--- src/rtl/sad_min_tracker.sv ---
// sad_min_tracker: pipelined minimum-SAD tracker for motion estimation.
// Each beat carries NUM_LANES candidate SADs. Stage 1 reduces a beat to its
// best masked lane and computes that lane's tag. Stage 2 folds the winner
// into a running minimum/tag pair that spans a search framed by start/cand_last.
//
// Handshake: cand_valid marks a beat as present in the cycle it is high.
// There is no ready signal. A beat is always accepted on the edge where
// cand_valid=1, and cand_last/lane_mask/base_tag/tag_stride are sampled with it.
// result_valid is a one-cycle qualifier. While it is high, min_sad, min_tag
// and found hold the final result of the search.
module sad_min_tracker #(
  parameter int NUM_LANES = 2,
  parameter int SAD_WIDTH = 13,
  parameter int TAG_WIDTH = 32
) (
  input  logic                           Clk,
  input  logic                           Reset,
  input  logic                           start,
  input  logic                           cand_valid,
  input  logic                           cand_last,
  input  logic [NUM_LANES*SAD_WIDTH-1:0] cand_sad,
  input  logic [NUM_LANES-1:0]           lane_mask,
  input  logic [TAG_WIDTH-1:0]           base_tag,
  input  logic [TAG_WIDTH-1:0]           tag_stride,
  input  logic                           read_sel,
  output logic [31:0]                    read_data,
  output logic [SAD_WIDTH-1:0]           min_sad,
  output logic [TAG_WIDTH-1:0]           min_tag,
  output logic                           found,
  output logic                           busy,
  output logic                           result_valid
);

  localparam int IDX_W = (NUM_LANES > 1) ? $clog2(NUM_LANES) : 1;

  // Beat reduction results (combinational)
  logic                 red_any;
  logic [SAD_WIDTH-1:0] red_sad;
  logic [IDX_W-1:0]     red_idx;
  logic [SAD_WIDTH-1:0] lane_sad;
  logic [TAG_WIDTH-1:0] red_tag;

  // Stage-1 registers
  logic                 s1_valid;
  logic                 s1_last;
  logic [SAD_WIDTH-1:0] s1_sad;
  logic [TAG_WIDTH-1:0] s1_tag;

  // Priority scan over the masked lanes. The comparison is strict, so a later
  // lane only wins when its SAD is smaller. On a tie the lowest index is kept.
  always_comb begin
    red_any  = 1'b0;
    red_sad  = '1;
    red_idx  = '0;
    lane_sad = '0;
    for (int i = 0; i < NUM_LANES; i++) begin
      lane_sad = cand_sad[i*SAD_WIDTH +: SAD_WIDTH];
      if (lane_mask[i] && (!red_any || (lane_sad < red_sad))) begin
        red_any = 1'b1;
        red_sad = lane_sad;
        red_idx = IDX_W'(i);
      end
    end
  end

  // The winning tag is base_tag + idx*tag_stride, built as a shift-add over
  // the index bits. It wraps naturally modulo 2^TAG_WIDTH.
  always_comb begin
    red_tag = base_tag;
    for (int b = 0; b < IDX_W; b++) begin
      if (red_idx[b]) begin
        red_tag = red_tag + (tag_stride << b);
      end
    end
  end

  // Stage 1 registers the beat winner. A fully masked beat still carries its
  // last flag, so the search can terminate on it.
  always_ff @(posedge Clk) begin
    if (Reset) begin
      s1_valid <= 1'b0;
      s1_last  <= 1'b0;
      s1_sad   <= '0;
      s1_tag   <= '0;
    end else begin
      s1_valid <= cand_valid & red_any;
      s1_last  <= cand_valid & cand_last;
      if (cand_valid && red_any) begin
        s1_sad <= red_sad;
        s1_tag <= red_tag;
      end
    end
  end

  // Stage 2 folds into the running minimum. start clears the running state and
  // drops whatever is in stage 1, including its last flag. The beat that
  // arrives with start is already in stage 1's input and is kept for the new search.
  always_ff @(posedge Clk) begin
    if (Reset) begin
      min_sad      <= '1;
      min_tag      <= '0;
      found        <= 1'b0;
      busy         <= 1'b0;
      result_valid <= 1'b0;
    end else if (start) begin
      min_sad      <= '1;
      min_tag      <= '0;
      found        <= 1'b0;
      busy         <= 1'b1;
      result_valid <= 1'b0;
    end else begin
      if (s1_valid && (s1_sad < min_sad)) begin
        min_sad <= s1_sad;
        min_tag <= s1_tag;
        found   <= 1'b1;
      end
      result_valid <= s1_last;
      if (s1_last) begin
        busy <= 1'b0;
      end
    end
  end

  // Memory-side readback: zero-extended view of the registered min or tag.
  always_comb begin
    read_data = '0;
    if (read_sel) begin
      read_data[SAD_WIDTH-1:0] = min_sad;
    end else begin
      read_data[TAG_WIDTH-1:0] = min_tag;
    end
  end

endmodule

--- config.mk ---
export PLATFORM = sky130hd
export DESIGN_NAME = sad_min_tracker
export DESIGN_NICKNAME = d
export VERILOG_FILES = /design/src/rtl/sad_min_tracker.sv
export SDC_FILE = /design/constraint.sdc
export NUM_CORES = 1
export LEC_CHECK = 0
export ABC_AREA = 1
export CAP_MARGIN = 15
export CORE_MARGIN = 2
export CORE_UTILIZATION = 51
export CTS_CLUSTER_SIZE = 24
export DETAILED_ROUTE_END_ITERATION = 12
export GPL_ROUTABILITY_DRIVEN = 0
export PLACE_DENSITY = 0.79
export SLEW_MARGIN = 5
export SYNTH_ARGS = -nofsm -noshare
export SYNTH_HDL_FRONTEND = slang
export SYNTH_SLANG_ARGS = --single-unit
--- constraint.sdc ---
create_clock -name Clk -period 3 [get_ports Clk]
set_clock_uncertainty 0.15 [all_clocks]
set_input_delay 0.45 -clock Clk [delete_from_list [all_inputs] [get_ports Clk]]
set_output_delay 0.45 -clock Clk [all_outputs]
set_load 0.005 [all_outputs]
==> out/metrics.cfg <==
[routing]
vias = 7973
drt_iter0_drc = 641
routed_wl_um = 20700
first_pass_iters = 7
post-route-drc-count = 0
post_drt_wl_per_cell_um = 13.0
ant_nets = 0
drt-vias-per-instance = 5.01

[grt]
grt_max_degree = 63
grt_use_total = 0.277
grt_antenna_before_repair = 0
grt_pass1_wl_um = 33700
grt_overflow = 0
grt_pass1_vias = 7200

[die]
die_area_mm2 = 0.0152
coreArea_mm2 = 0.0139
die_h_um = 123
ios = 178
die_x_um = 123
start_util = 0.522
fp-row-count = 43

[clocking]
clk_path_buf_depth = 2
clk_pin_slew_ns = 0.06
post_cts_buffers = 0
cts_tree = yes
clock-sinks = 95
root_buffer = clkbuf_16
hold_buffers = 0
clk_latency_ns = 0.34
ctsResizeCount = 0
cts-htree-levels = 3
numCtsBuffers = 9

[timing]
worst_slew_pin_slew_ns = 0.943
slew_headroom = 0.370
period_needed_ns = 2.78
setup_violations = 0
hold_violations = 0
worst_slack_ns = 0.218
max_freq_mhz = 360
rsz0062_at_grt = no
period_share = 0.927
final_max_slew_viol_count = 0

[critical_path]
cp.required_ns = 3.04
cp_data_arrival_time_ns = 2.82
cp_common_cell = nand2_1
slowest_delay_ns = 0.43
slowest_stage = clkdlybuf4s50_1
worstSetupStartpointType = primary input
crit_chain = clkdlybuf4s50_1 > inv_2 > nor2_1 > ha_1 > nand2_1 > nor2_1 > nor3b_1 > nand2_1 > nand2_2 > nand2_1 > nand2_4 > buf_12 > a21oi_1 > nand2_1 > a21oi_1
worstPathMaxFanout = 22
worstSetupPathType = in2reg
endpoint_kind = register

[min_path]
min_path_type = reg2reg

[placed_design]
detailedPlacementHpwl_um = 16900
numPortBuffers = 177
dp_slack_ns = -0.0463

[yosys]
yosysMostFrequentCell = nand2_1
syn_avg_cell_area_um2 = 5.84
yosysTopAreaCell = dfxtp_1
synth_edf_count = 0
syn_inst = 1241
synthFlopType = dfxtp_1
yosys-top-cells-count = 416 x nand2_1, 238 x inv_1, 121 x a21oi_1, 97 x nor2_1, 95 x dfxtp_1
syn_area_mm2 = 0.00725
synthArstFlopShare = 0
ys_ff_latch = 95
synth_area_leaders = dfxtp_1 26%, nand2_1 22%, inv_1 12%
yosysUniqueCellTypes = 33
synth_top_area_frac = 0.262
ys_warn_count = 0
ys_seq_area_frac = 0.262
syn_nets = 1395

[pwr]
ir_drop_mv = 0.326
power.density_mw_per_mm2 = 380
leakage_uw = 0.00489
p_total_uw = 3610

[final_layout]
drive_above_1_share = 0.0305
area_delta_synth_final_pct = 31.2
num-fill-cells = 1303
fin_nets = 1559
antenna_cells = 0

[flow_run]
max_cap_violations = 0

[outcome]
status = finished clean

==> path summary, 6_finish.rpt <==
kind                                    from           to  slack [ns]  cells after the start
worst max-delay path            lane_mask[0]   s1_tag[13]        0.22                     15
worst min-delay path                   found        found        0.30                      2
worst max register to register    min_sad[4]  min_tag[18]        0.52                      9
worst min register to register         found        found        0.30                      2
==> registers in the layout (all words and copies together) (netlist names) <==
| signal | count |
|---|---|
| found | 1 |
| s1_tag | 32 |
| s1_valid | 1 |
| busy | 1 |
| s1_sad | 13 |
| result_valid | 1 |
| min_tag | 32 |
| min_sad | 13 |
| s1_last | 1 |
==> through the flow <==
stage	setup TNS, ns	std cells	area, um2	hold WS (ns)	utilization
floorplan	0	1241	7250	0.266	-
global placement	0	1574	9210	0.291	0.663
detailed placement	-0.630	1574	9210	0.300	0.663
CTS	0	1590	9510	0.311	0.685
global route	0	1590	9510	0.332	0.685
finish	0	1590	9510	0.304	0.685
==> placed cells by master (no fill, tap or decap), types with 2 or more instances in the layout <==
master	n
clkdlybuf4s50_1	177
nand3_1	81
buf_4	14
nand4_1	13
xnor2_1	13
o21ai_0	45
nor3_1	5
ha_1	55
and2_1	2
clkbuf_16	9
dfxtp_1	95
clkinv_4	2
a21oi_1	120
buf_12	3
nand2_1	416
nand3b_1	3
inv_2	2
nor2_1	96
a21oi_2	2
inv_1	238
==> where the power goes <==
| group | leakage [uW] | switching [uW] | internal, uW |
|---|---|---|---|
| clock | 0.000149 | 482 | 673 |
| sequential | 0.000778 | 52.2 | 1330 |
| combinational | 0.00397 | 607 | 468 |
| total | 0.00489 | 1140 | 2470 |
==> layer usage <==
| metal | vias up | GRT usage | routed length [um] |
|---|---|---|---|
| met5 | - | 0 | 0 |
| met4 | 0 | 0.0724 | 427 |
| met3 | 34 | 0.0300 | 1490 |
| met2 | 279 | 0.443 | 9220 |
| met1 | 3500 | 0.395 | 9570 |
| li1 | 4160 | - | - |
==> area by class of cell <==
cell class	instances	area, um2	share of cell area
sequential	95	1900	0.200
tap	180	225	0.0237
clock buffer	10	239	0.0251
timing repair buffer	194	1940	0.204
multi-input combinational	864	4240	0.445
inverter	241	905	0.0951
clock inverter	6	68.8	0.00723
==> critical path: cells and delay by family <==
family	cells	cell delay [ns]
compound gates	2	0.16
fa+ha+maj	1	0.30
buf+inv	3	0.82
simple gates	9	1.08
==> kinds of logic after synthesis <==
group | Yosys count | synth area share
compound gates | 173 | 0.123
flops | 95 | 0.262
xor+xnor | 13 | 0.0157
fa+ha+maj | 56 | 0.0977
buf+inv | 282 | 0.154
simple gates | 622 | 0.347
Power figures use the tool's default switching activity.
